===== src/rtl/ifetch_queue.sv =====
// ---------------------------------------------------------------------------
// ifetch_queue
//   Fetch front end for the pipelined ARM core. Owns the fetch PC, drives the
//   word-aligned fetch address into a combinational instruction memory, and
//   captures each returned word together with its PC into a small prefetch
//   FIFO. The FIFO head is offered to decode over a valid/ready handshake.
//   Decode stalls are absorbed by the FIFO; a branch redirect flushes it and
//   restarts fetch from the new target.
//
// Parameters
//   DEPTH     prefetch FIFO entries (power of two, 2..16)
//   RESET_PC  fetch address after reset (bits [1:0] must be zero)
//
// Ports
//   clk          in   rising-edge clock
//   reset        in   asynchronous, active-low reset
//   imem_a       out  fetch byte address, bits [1:0] always 00
//   imem_rd      in   instruction word for imem_a, same cycle
//   redirect     in   flush queue and refetch from redirect_pc
//   redirect_pc  in   new fetch address, bits [1:0] ignored
//   dec_ready    in   decode accepts the head entry this cycle
//   dec_valid    out  head entry present
//   dec_instr    out  head instruction word (0 when empty)
//   dec_pc       out  head instruction address (0 when empty)
//   dec_pcplus8  out  dec_pc + 8 (8 when empty)
//   count        out  occupied entries, 0..DEPTH
// ---------------------------------------------------------------------------
module ifetch_queue #(
    parameter int unsigned  DEPTH    = 4,
    parameter logic [31:0]  RESET_PC = 32'h0000_0000
) (
    input  logic                     clk,
    input  logic                     reset,
    output logic [31:0]              imem_a,
    input  logic [31:0]              imem_rd,
    input  logic                     redirect,
    input  logic [31:0]              redirect_pc,
    input  logic                     dec_ready,
    output logic                     dec_valid,
    output logic [31:0]              dec_instr,
    output logic [31:0]              dec_pc,
    output logic [31:0]              dec_pcplus8,
    output logic [$clog2(DEPTH):0]   count
);

    localparam int unsigned   PW     = $clog2(DEPTH);
    localparam int unsigned   CW     = PW + 1;
    localparam logic [CW-1:0] FULL_C = CW'(DEPTH);

    // Fetch state
    logic [31:0]   r_pc;
    logic [PW-1:0] r_wr_ptr;
    logic [PW-1:0] r_rd_ptr;
    logic [CW-1:0] r_count;

    // Prefetch storage: instruction word and the address it came from
    logic [31:0]   r_entry_pc    [DEPTH];
    logic [31:0]   r_entry_instr [DEPTH];

    logic          w_pop;
    logic          w_push;
    logic          w_nonempty;
    logic [31:0]   w_head_pc;
    logic [31:0]   w_head_instr;

    // Handshake decode: redirect suppresses both push and pop; a full queue
    // may still accept the new word when the head leaves in the same cycle.
    always_comb begin
        w_nonempty = 1'b0;
        w_pop      = 1'b0;
        w_push     = 1'b0;
        if (r_count != {CW{1'b0}}) begin
            w_nonempty = 1'b1;
        end else begin
            w_nonempty = 1'b0;
        end
        if (redirect) begin
            w_pop  = 1'b0;
            w_push = 1'b0;
        end else begin
            w_pop  = w_nonempty & dec_ready;
            w_push = (r_count < FULL_C) | w_pop;
        end
    end

    // Head view for decode; zeros while the queue is empty
    always_comb begin
        w_head_pc    = 32'h0000_0000;
        w_head_instr = 32'h0000_0000;
        if (w_nonempty) begin
            w_head_pc    = r_entry_pc[r_rd_ptr];
            w_head_instr = r_entry_instr[r_rd_ptr];
        end else begin
            w_head_pc    = 32'h0000_0000;
            w_head_instr = 32'h0000_0000;
        end
    end

    assign imem_a      = {r_pc[31:2], 2'b00};
    assign dec_valid   = w_nonempty;
    assign dec_pc      = w_head_pc;
    assign dec_instr   = w_head_instr;
    assign dec_pcplus8 = w_head_pc + 32'd8;
    assign count       = r_count;

    // Fetch PC, FIFO pointers, occupancy and entry capture
    always_ff @(posedge clk or negedge reset) begin
        if (!reset) begin
            r_pc     <= {RESET_PC[31:2], 2'b00};
            r_wr_ptr <= {PW{1'b0}};
            r_rd_ptr <= {PW{1'b0}};
            r_count  <= {CW{1'b0}};
            for (int i = 0; i < DEPTH; i++) begin
                r_entry_pc[i]    <= 32'h0000_0000;
                r_entry_instr[i] <= 32'h0000_0000;
            end
        end else if (redirect) begin
            // Flush: stale entries are simply abandoned by zeroing the pointers
            r_pc     <= {redirect_pc[31:2], 2'b00};
            r_wr_ptr <= {PW{1'b0}};
            r_rd_ptr <= {PW{1'b0}};
            r_count  <= {CW{1'b0}};
        end else begin
            if (w_push) begin
                r_entry_pc[r_wr_ptr]    <= imem_a;
                r_entry_instr[r_wr_ptr] <= imem_rd;
                // Wraps from FFFF_FFFC to 0 naturally
                r_pc                    <= r_pc + 32'd4;
                r_wr_ptr                <= r_wr_ptr + PW'(1);
            end else begin
                r_pc     <= r_pc;
                r_wr_ptr <= r_wr_ptr;
            end
            if (w_pop) begin
                r_rd_ptr <= r_rd_ptr + PW'(1);
            end else begin
                r_rd_ptr <= r_rd_ptr;
            end
            case ({w_push, w_pop})
                2'b10:   r_count <= r_count + CW'(1);
                2'b01:   r_count <= r_count - CW'(1);
                default: r_count <= r_count;
            endcase
        end
    end

endmodule


===== config.mk =====
export PLATFORM = sky130hd
export DESIGN_NAME = ifetch_queue
export DESIGN_NICKNAME = d
export VERILOG_FILES = /design/src/rtl/ifetch_queue.sv
export SDC_FILE = /design/constraint.sdc
export NUM_CORES = 1
export LEC_CHECK = 0
export BUFFER_PORTS_ARGS = -buffer_cell sky130_fd_sc_hd__buf_2
export CAP_MARGIN = 20
export CORE_ASPECT_RATIO = 1.4
export CORE_MARGIN = 2
export CORE_UTILIZATION = 24
export DETAILED_ROUTE_END_ITERATION = 10
export GPL_ROUTABILITY_DRIVEN = 1
export GPL_TIMING_DRIVEN = 0
export MAX_ROUTING_LAYER = met4
export PLACE_DENSITY = 0.44
export REMOVE_ABC_BUFFERS = 1
export SKIP_CTS_REPAIR_TIMING = 1
export SLEW_MARGIN = 20
export SYNTH_ARGS = -nofsm -noshare
export SYNTH_HDL_FRONTEND = slang
export SYNTH_SLANG_ARGS = --single-unit

===== constraint.sdc =====
create_clock -name clk -period 3.55 [get_ports clk]
set_clock_uncertainty 0.05 [all_clocks]
set_input_delay 0.71 -clock clk [delete_from_list [all_inputs] [get_ports clk]]
set_output_delay 0.71 -clock clk [all_outputs]
set_load 0.005 [all_outputs]

==> results of run 1 <==
logic make-up (layout without fill, tap and decap cells):
kind of cell	count (synthesis)	after routing
adder cells (fa/ha/maj)	7	7
AO/OA/AOI/OAI	53	53
flip-flops	285	285
multiplexers	321	321
XOR/XNOR	59	59
buffers and inverters	83	319
other	1	7
AND/OR/NAND/NOR	241	241
critical path: cells and delay by family (launching register included):
kind            cells  cell delay (ns)
buf+inv             4             0.63
mux                 1             0.39
simple gates        3             0.57
xor+xnor            1             0.19
flops               1             0.53
compound gates      1             0.33
cell usage in the layout (no fill, tap or decap), types with 4 or more instances in the layout:
cell and count:
nand4_1 8, nand3_1 18, buf_12 5, mux2_2 251, buf_6 4, xor2_1 28
clkbuf_1 7, nor3_1 5, o21ai_0 38, a21oi_1 6, inv_1 8, clkbuf_16 41
buf_4 30, xnor2_2 5, buf_16 11, nand2_1 76, nor2_1 17, mux2i_1 8
clkinv_2 5, mux4_2 59, and3_1 13, dfrtp_1 280, ha_1 5, clkbuf_8 9
conb_1 7, buf_2 190, xnor2_1 26, nand2_4 5, and2_1 60
layout make-up:
type | count | area, um2 | share of cell area [%]
multi-input combinational | 688 | 6770 | 38.0
tap | 749 | 937 | 5.26
clock inverter | 9 | 58.8 | 0.330
sequential | 285 | 7140 | 40.1
clock buffer | 53 | 1080 | 6.04
inverter | 11 | 80.1 | 0.449
timing repair buffer | 246 | 1750 | 9.82
metrics by stage:
step,total power [mW],std cells,instance area (um2),setup slack [ns]
detailed placement,11.5,1937,16000,-0.952
CTS,15.2,1999,17100,-1.54
global route,16.5,2041,17800,-0.500
floorplan,9.14,984,13700,-1.89
global placement,11.4,1924,15600,-5.18
finish,15.5,2041,17800,-0.399
final timing paths:
| kind | slack, ns | endpoint | start |
|---|---|---|---|
| max in group asynchronous | 2.09 | r_entry_instr[49]$_DFFE_PN0P_ | reset |
| setup / recovery | -0.40 | dec_pcplus8[24] | r_rd_ptr[0]$_DFFE_PN0P_ |
| setup reg to reg | 0.72 | r_entry_instr[26]$_DFFE_PN0P_ | count[2]$_DFFE_PN0P_ |
| hold / removal | 0.32 | r_pc[4]$_DFFE_PN0P_ | redirect_pc[4] |
| hold reg to reg | 0.45 | r_entry_instr[60]$_DFFE_PN0P_ | r_entry_instr[60]$_DFFE_PN0P_ |
| min in group asynchronous | 0.58 | r_entry_instr[84]$_DFFE_PN0P_ | reset |
flip-flops by register name, indices dropped and copies added, names as in the netlist:
register and cells:
r_rd_ptr 2, count 3, r_entry_instr 128, r_pc 30, r_entry_pc 120, r_wr_ptr 2
power by group:
| part | total (mW) | internal, mW | switching (mW) |
|---|---|---|---|
| registers | 5.56 | 4.70 | 0.866 |
| clock network | 3.56 | 2.10 | 1.47 |
| logic | 6.35 | 3.57 | 2.78 |
layer usage:
metal  routed length (um)  vias to the layer above  global-route usage, %
li1                     -                     4191                      -
met1                18100                     4999                   17.0
met2                22500                      213                   24.8
met3                 1620                       62                   2.19
met4                  881                        0                   3.94
met5                    0                        -                      -
==> run_results.csv, run 1 <==
group,metric,value,unit
logic_synthesis,ys.flop_type,"dfrtp_1",
logic_synthesis,synthSimpleGateAreaFrac,9.13,%
floorplan,coreArea,58300,um2
clock_network,h-tree-depth,2,
sta,final.setup.worst_slack,-0.399,ns
sta,max-slew-margin-rel,36.9,%
min_path,hold_class,"input port to register",
clock_network,clkSinkCount,285,
global_route,grt_pass1_vias,9891,
drt,first_pass_iters,4,
logic_synthesis,synth_largest_area_cell,"dfrtp_1",
floorplan,die_width,209,um
floorplan,dieHeight,290,um
worst_setup_path,critPathKind,"register to output port",
power,leakagePower,7.83,nW
global_route,grt_antenna_before_repair,2,
placement,numPortBuffers,191,
logic_synthesis,synthTopCellsByArea,"dfrtp_1, mux2_2, mux4_2",
logic_synthesis,synthArstFlopShare,100,%
sta,slew_violations,0,
drt,drc_errors,0,
sta,fmax,0.253,GHz
clock_network,clock_latency,0.54,ns
placement,dpl.hpwl,27600,um
logic_synthesis,muxShareOfSynthArea,30.8,%
placement,place.gp.congestion,0.732,
layout,layout-drive-gt1-share,50.9,%
logic_synthesis,synth_compound_area_share,2.13,%
drt,wl,43100,um
run_status,violations,"setup timing",
logic_synthesis,synthAdderAreaFrac,0.676,%
sta,setup_violations,20,
sta,period_needed,3.95,ns
power,irDropWorstVdd,0.000307,V
global_route,track_usage,14.2,%
global_route,grt_max_degree,92,
floorplan,io-pin-count,200,
layout,diodes,0,
worst_setup_path,critPathSlowestCell,"dfrtp_4",
layout,n_fill_cell,5984,
job,maxCapViolCount,0,
logic_synthesis,yosysTopAreaCellShare,50.7,%
drt,ant_nets,0,
worst_setup_path,reg2reg_depth,6,
run_status,status,"complete, but fails checks",
layout,area_growth,26.7,%
floorplan,start_util,24.1,%
worst_setup_path,cp.required,2.79,ns
sta,finalSetupTns,-4.80,ns
drt,vias,9465,
logic_synthesis,synthDistinctLibCells,50,
clock_network,root_buffer,"clkbuf_16",
logic_synthesis,ys_ff_latch,285,
sta,fin_crit_sh,111,%
floorplan,rows,105,
worst_setup_path,crit_path_max_incr_delay,0.53,ns
logic_synthesis,synth_area_per_cell,13.4,um2
worst_setup_path,worstPathArrival,3.19,ns
worst_setup_path,end_kind,"output port",
worst_setup_path,start_kind,"register",
sta,worst_slew_pin_slew,0.944,ns
sta,rsz0062_at_grt,"true",
logic_synthesis,synthCells,1050,
layout,final_nets,1343,
min_path,hold_path_depth,3,
logic_synthesis,synth_edf_count,0,
clock_network,path_clk_slew,0.06,ns
clock_network,cts_buffer_depth,3,
power,powerDensity,869,nW/um2
worst_setup_path,worstPathCellList,"buf_12 > buf_16 > mux4_2 > and4_4 > and3_4 > nand4_1 > buf_4 > a2111oi_4 > xor2_1 > buf_2",
worst_setup_path,crit_fanout,8,
logic_synthesis,ys_top_cells_by_count,"dfrtp_1, mux2_2, nand2_1",
drt,wl_per_cell,21.1,um
floorplan,dieArea,60600,um2
layout,utilization,30.5,%
drt,viasPerCell,4.64,
logic_synthesis,synth_most_common_cell,"dfrtp_1",
clock_network,cts_tree,"built",
logic_synthesis,synth-seq-area-share,50.7,%
logic_synthesis,synth_top_family_by_area,"multiplexers",
global_route,grt_pass1_wl,63300,um
drt,drt-initial-drc-count,345,
global_route,grt_overflow_total,0,
clock_network,cts_buffers,36,
sta,hold_viol,0,
logic_synthesis,synth.cell_area,14100,um2
sta,holdWs,0.324,ns
logic_synthesis,synth-xor-area-share,3.68,%
logic_synthesis,synth_warnings,0,
(Power assumes the default switching activity.)
==> inputs of run 2 (changes only) <==
--- a/config.mk
+++ b/config.mk
@@ -15,6 +15,7 @@
 export GPL_TIMING_DRIVEN = 0
 export MAX_ROUTING_LAYER = met4
 export PLACE_DENSITY = 0.44
+export RECOVER_POWER = 50
 export REMOVE_ABC_BUFFERS = 1
 export SKIP_CTS_REPAIR_TIMING = 1
 export SLEW_MARGIN = 20
==> constraint.sdc (replaced) <==
create_clock -name clk -period 3.55 [get_ports clk]
set_clock_uncertainty 0.05 [all_clocks]
set_input_delay 0.355 -clock clk [delete_from_list [all_inputs] [get_ports clk]]
set_output_delay 0.355 -clock clk [all_outputs]
set_load 0.005 [all_outputs]
==> run 2 against run 1 <==
Compared with the run above:
- the flow finishes with violations (hold timing, capacitance limit, slew limit, setup timing)
- clock power barely moved
- total power fell by 0.55%
- design area barely moved
- register-to-register slack got worse by 0.12 ns
- wire length rose by 0.16%
- global-route usage did not move
- die area did not move
- via count rose by 0.81%
- first-iteration DRC count fell by 4.6%
- flip-flop and latch count did not move
- sequential share of layout area barely moved
- critical path type unchanged
- critical endpoint unchanged
- largest cell class unchanged
==> run_results.csv, run 2 (synthesis gave the netlist of run 1 again) <==
group,metric,value,unit
sta,hold_viol,3,
sta,rsz0062_at_grt,"true",
worst_setup_path,critical_path.startpoint,"r_rd_ptr[0]$_DFFE_PN0P_",
worst_setup_path,cp_num_buf_inv,4,
worst_setup_path,worstPathArrival,3.17,ns
clock_network,clock_latency,0.53,ns
layout,utilization,30.6,%
floorplan,die_width,209,um
sta,worst_slew_pin_slew,1.67,ns
layout,area_growth,26.8,%
global_route,grt_pass1_wl,63300,um
layout,largest_register_ff_count,128,
run_status,violations,"hold timing, capacitance limit, slew limit, setup timing",
sta,finalSetupTns,-0.0289,ns
power,powerDensity,863,nW/um2
global_route,grt_max_degree,92,
drt,vias,9542,
worst_setup_path,crit_path_max_incr_delay,0.53,ns
min_path,hold_class,"input port to register",
sta,fmax,0.279,GHz
worst_setup_path,critPathKind,"register to output port",
power,internal_power,10.3,mW
floorplan,rows,105,
job,maxCapViolCount,1,
clock_network,cts_tree,"built",
power,combinationalPowerShare,40.8,%
clock_network,root_buffer,"clkbuf_16",
power,irDropWorstVdd,0.000307,V
power,power,15.4,mW
layout,top_register,"r_entry_instr",
layout,reg_top3,"r_entry_instr x128, r_entry_pc x120, r_pc x30",
layout,mostFrequentLayoutCell,"dfrtp_1",
worst_setup_path,end_kind,"output port",
worst_setup_path,cp.required,3.14,ns
placement,place.gp.congestion,0.732,
worst_setup_path,cp_num_cells,10,
floorplan,coreArea,58300,um2
clock_network,cts_buffer_depth,3,
power,p_seq_share,36.2,%
clock_network,cts_buffers,36,
global_route,grt_overflow_total,0,
clock_network,h-tree-depth,2,
layout,mostFrequentLayoutCells,"dfrtp_1, mux2_2, buf_2",
layout,fin_area,17800,um2
drt,ant_nets,0,
clock_network,path_clk_slew,0.06,ns
drt,wl_per_cell,21.0,um
power,leakagePower,7.76,nW
sta,setup_violations,1,
global_route,grt_antenna_before_repair,2,
worst_setup_path,crit_fanout,8,
floorplan,dieHeight,290,um
floorplan,io-pin-count,200,
worst_setup_path,r2r_start,"count[2]$_DFFE_PN0P_",
drt,wl,43200,um
floorplan,dieArea,60600,um2
placement,dpl_cell_area,16000,um2
global_route,grt_pass1_vias,9891,
placement,dpl.hpwl,27600,um
sta,slew_violations,28,
layout,n_fill_cell,5985,
power,pwr-share-clk,23.1,%
run_status,status,"complete, but fails checks",
layout,layout-drive-gt1-share,47.6,%
worst_setup_path,worstPathCellList,"buf_12 > buf_16 > mux4_2 > and4_4 > and3_4 > nand4_1 > buf_4 > a2111oi_4 > xor2_1 > buf_2",
drt,drt-initial-drc-count,329,
drt,viasPerCell,4.63,
worst_setup_path,start_kind,"register",
min_path,hold_path_depth,3,
sta,holdWs,-0.00643,ns
drt,first_pass_iters,4,
floorplan,start_util,24.1,%
global_route,track_usage,14.2,%
power,p_sw_share,33.1,%
worst_setup_path,cp_top_family,"buffers and inverters",
drt,drc_errors,0,
clock_network,clkSinkCount,285,
sta,fin_crit_sh,101,%
layout,diodes,0,
placement,numPortBuffers,191,
sta,period_needed,3.58,ns
sta,final.setup.worst_slack,-0.0289,ns
sta,max-slew-margin-rel,-11.6,%
power,p_switching,5.09,mW
min_path,min_from,"redirect_pc[10]",
worst_setup_path,critPathSlowestCell,"dfrtp_4",
layout,final_nets,1361,
worst_setup_path,reg2reg_depth,6,
run 2: path summary, 6_finish.rpt:
| kind | to | slack [ns] |
|---|---|---|
| max in group asynchronous | r_entry_instr[49]$_DFFE_PN0P_ | 0.46 |
| hold / removal | r_pc[10]$_DFFE_PN0P_ | -0.006 |
| setup / recovery | dec_pcplus8[24] | -0.03 |
| min in group asynchronous | r_pc[26]$_DFFE_PN0P_ | 0.75 |
| setup reg to reg | r_entry_instr[10]$_DFFE_PN0P_ | 0.60 |
| hold reg to reg | r_entry_instr[60]$_DFFE_PN0P_ | 0.45 |
run 2: metal layers:
| metal | global-route usage (%) | part of all wire, % |
|---|---|---|
| met5 | - | 0 |
| met4 | 3.94 | 1.9 |
| met3 | 2.19 | 3.5 |
| met2 | 24.8 | 52 |
| met1 | 17.0 | 42 |
run 2: final cells by class:
cell class | instances | area, um2 | share of cell area (%)
flip-flops and latches | 285 | 7140 | 40.1
clock inverters | 9 | 58.8 | 0.330
repair buffers | 264 | 1810 | 10.2
well taps | 749 | 937 | 5.26
inverters | 11 | 80.1 | 0.449
clock buffers | 53 | 1080 | 6.03
multi-input cells | 688 | 6720 | 37.7
run 2: worst register-to-register path, stage by stage, from the launching register on:
cell,delay (ns)
dfrtp_1,0.45
clkbuf_1,0.16
nor2b_1,0.50
nor2_1,0.32
nand2_4,0.62
buf_16,0.32
mux2_2,0.41
run 2: stage by stage:
| step | worst slack (ns) | instances |
|---|---|---|
| 3_3_place_gp | -4.82 | 1924 |
| 2_1_floorplan | -1.53 | 984 |
| 5_1_grt | -0.148 | 2059 |
| 6_report | -0.0289 | 2059 |
| 3_5_place_dp | -0.597 | 1937 |
| 4_1_cts | -1.19 | 1999 |
run 2: power by group through the flow:
stage	registers [mW]	logic, mW	clock network [mW]
floorplan	5.43	3.71	0
global placement	5.82	5.58	0
detailed placement	5.71	5.80	0
CTS	5.65	5.82	3.72
global route	5.75	6.84	3.85
finish	5.56	6.27	3.55
==> inputs of run 3 (changes only) <==
--- a/config.mk
+++ b/config.mk
@@ -6,17 +6,17 @@
 export NUM_CORES = 1
 export LEC_CHECK = 0
 export BUFFER_PORTS_ARGS = -buffer_cell sky130_fd_sc_hd__buf_2
-export CAP_MARGIN = 20
+export CAP_MARGIN = 0
 export CORE_ASPECT_RATIO = 1.4
 export CORE_MARGIN = 2
 export CORE_UTILIZATION = 24
+export CTS_BUF_LIST = sky130_fd_sc_hd__clkbuf_2 sky130_fd_sc_hd__clkbuf_4 sky130_fd_sc_hd__clkbuf_8
 export DETAILED_ROUTE_END_ITERATION = 10
 export GPL_ROUTABILITY_DRIVEN = 1
 export GPL_TIMING_DRIVEN = 0
 export MAX_ROUTING_LAYER = met4
 export PLACE_DENSITY = 0.44
 export RECOVER_POWER = 50
-export REMOVE_ABC_BUFFERS = 1
 export SKIP_CTS_REPAIR_TIMING = 1
 export SLEW_MARGIN = 20
 export SYNTH_ARGS = -nofsm -noshare
==> run 3 against run 2 <==
Compared with the run above:
- the run ends with capacitance limit, slew limit, setup timing left
- maximum frequency is 0.72% lower
- flip-flop and latch count stayed put
- global-route usage is 1.4 points higher
- first-iteration DRC count is 43% higher
- count of clock-buffer cells in the layout is 24 higher
- wire length is 7.0% higher
- via count is 3.0% higher
- worst hold slack better by 0.081 ns
- sequential power hardly changed
- non-clock buffer count is 92 higher
- die area stayed put
==> run_results.csv, run 3 (synthesis gave the netlist of run 1 again) <==
group,metric,value,unit
worst_setup_path,start_kind,"register",
worst_setup_path,cp_num_buf_inv,3,
clock_network,h-tree-depth,2,
global_route,grt_max_degree,87,
layout,layout-drive-gt1-share,46.3,%
placement,dpl.hpwl,32700,um
global_route,grt_pass1_vias,10400,
sta,max-slew-margin-rel,-18.1,%
layout,final_cells,2176,
job,maxCapViolCount,1,
worst_setup_path,critPathSlowestCell,"dfrtp_2",
drt,drc_errors,0,
power,power,15.1,mW
sta,setup_violations,4,
placement,dp_slack,-0.712,ns
drt,first_pass_iters,6,
clock_network,root_buffer,"clkbuf_8",
floorplan,start_util,24.1,%
placement,numPortBuffers,191,
sta,fin_crit_sh,102,%
run_status,status,"complete, but fails checks",
sta,rsz0062_at_grt,"true",
power,irDropWorstVdd,0.000334,V
drt,viasPerCell,4.52,
worst_setup_path,crit_fanout,5,
sta,hold_viol,0,
drt,drt-initial-drc-count,472,
drt,wl_per_cell,21.2,um
sta,slew_violations,64,
layout,largest_register_ff_count,128,
floorplan,dieArea,60600,um2
worst_setup_path,critPathKind,"register to output port",
drt,vias,9826,
layout,final_nets,1468,
sta,worst_slew_pin_slew,1.77,ns
clock_network,cts_buffer_depth,3,
clock_network,cts_tree,"built",
power,leakagePower,7.91,nW
clock_network,clkSinkCount,285,
worst_setup_path,cp_top_family,"simple AND/OR/NAND/NOR gates",
layout,mostFrequentLayoutCells,"dfrtp_1, mux2_2, buf_2",
worst_setup_path,crit_path_max_incr_delay,0.47,ns
floorplan,die_width,209,um
min_path,hold_class,"input port to register",
global_route,track_usage,15.6,%
sta,period_needed,3.60,ns
worst_setup_path,cp.required,3.14,ns
global_route,grt_overflow_total,0,
clock_network,path_clk_slew,0.06,ns
clock_network,clock_latency,0.63,ns
sta,fmax,0.277,GHz
worst_setup_path,end_kind,"output port",
floorplan,io-pin-count,200,
sta,final.setup.worst_slack,-0.0547,ns
floorplan,coreArea,58300,um2
global_route,grt_pass1_wl,68400,um
layout,multi_input_area,6680,um2
global_route,grt_antenna_before_repair,3,
placement,place.gp.congestion,0.772,
layout,n_fill_cell,6088,
layout,reg_top3,"r_entry_instr x128, r_entry_pc x120, r_pc x30",
clock_network,cts_buffers,51,
floorplan,rows,105,
worst_setup_path,worstPathCellList,"buf_12 > mux4_2 > and2_4 > ha_4 > nand3_4 > nor4_4 > and4_4 > buf_4 > nand2_1 > xnor2_1 > buf_2",
layout,area_growth,29.0,%
layout,top_register,"r_entry_instr",
floorplan,dieHeight,290,um
drt,wl,46200,um
layout,mostFrequentLayoutCell,"dfrtp_1",
power,powerDensity,835,nW/um2
placement,place_inst,2000,
layout,seq_area,7140,um2
drt,ant_nets,0,
worst_setup_path,worstPathArrival,3.20,ns
run_status,violations,"capacitance limit, slew limit, setup timing",
## run 3: changes by cell type in the layout (fill, tap and decap cells not counted), sizes merged
cell	previous run	this run
buf	214	222
bufinv	0	1
clkbuf	84	148
clkinv	10	5
diode	0	3
dlygate4sd3	19	63
inv	9	11
## run 3: layer usage
layer / vias up / share of wire (%) / global-route usage, %
met5: - / 0 / -
li1: 4441 / - / -
met4: 0 / 3.7 / 5.82
met1: 5031 / 40 / 17.5
met2: 260 / 51 / 27.1
met3: 94 / 5.2 / 3.65
## run 3: path summary, 6_finish.rpt
| path | startpoint | end | slack [ns] | depth (start not counted) |
|---|---|---|---|---|
| min in group asynchronous | reset | r_pc[10]$_DFFE_PN0P_ | 0.67 | 2 |
| setup / recovery | r_rd_ptr[0]$_DFFE_PN0P_ | dec_pcplus8[23] | -0.05 | 11 |
| hold / removal | dec_ready | count[0]$_DFFE_PN0P_ | 0.07 | 3 |
| hold reg to reg | r_entry_pc[70]$_DFFE_PN0P_ | r_entry_pc[70]$_DFFE_PN0P_ | 0.45 | 1 |
| max in group asynchronous | reset | r_entry_instr[105]$_DFFE_PN0P_ | 0.40 | 4 |
| setup reg to reg | r_pc[4]$_DFFE_PN0P_ | r_pc[19]$_DFFE_PN0P_ | 0.47 | 7 |
## run 3: power breakdown
| group | switching [mW] | leakage, nW | total, mW | internal, mW |
|---|---|---|---|---|
| logic | 2.90 | 3.89 | 6.35 | 3.45 |
| registers | 0.858 | 3.46 | 5.55 | 4.69 |
| clock network | 1.42 | 0.556 | 3.24 | 1.82 |
| total | 5.18 | 7.91 | 15.1 | 9.96 |
## run 3: through the flow
stage	area, um2	util (%)	TNS [ns]	hold slack [ns]
floorplan	14100	-	0	0.00941
global placement	16000	27.4	-1027.78	0.430
detailed placement	16100	27.6	-10.56	0.299
CTS	17100	29.4	-46.33	-0.403
global route	18100	31.1	-5.07	0.0733
finish	18100	31.1	-0.130	0.0742
## run 3: worst min-delay path, delay by kind of cell
family / cells / cell delay (ns)
AO/OA/AOI/OAI: 2 / 0.20
buffers and inverters: 1 / 0.15
## run 3: area by class of cell
cell class,count,share of cell area [%]
Timing Repair Buffer,285,10.2
Buffer,71,2.43
Tap cell,749,5.17
Inverter,11,0.269
Clock buffer,77,5.43
Multi-Input combinational cell,688,36.8
Clock inverter,7,0.345
Antenna cell,3,0.0414
Sequential cell,285,39.3
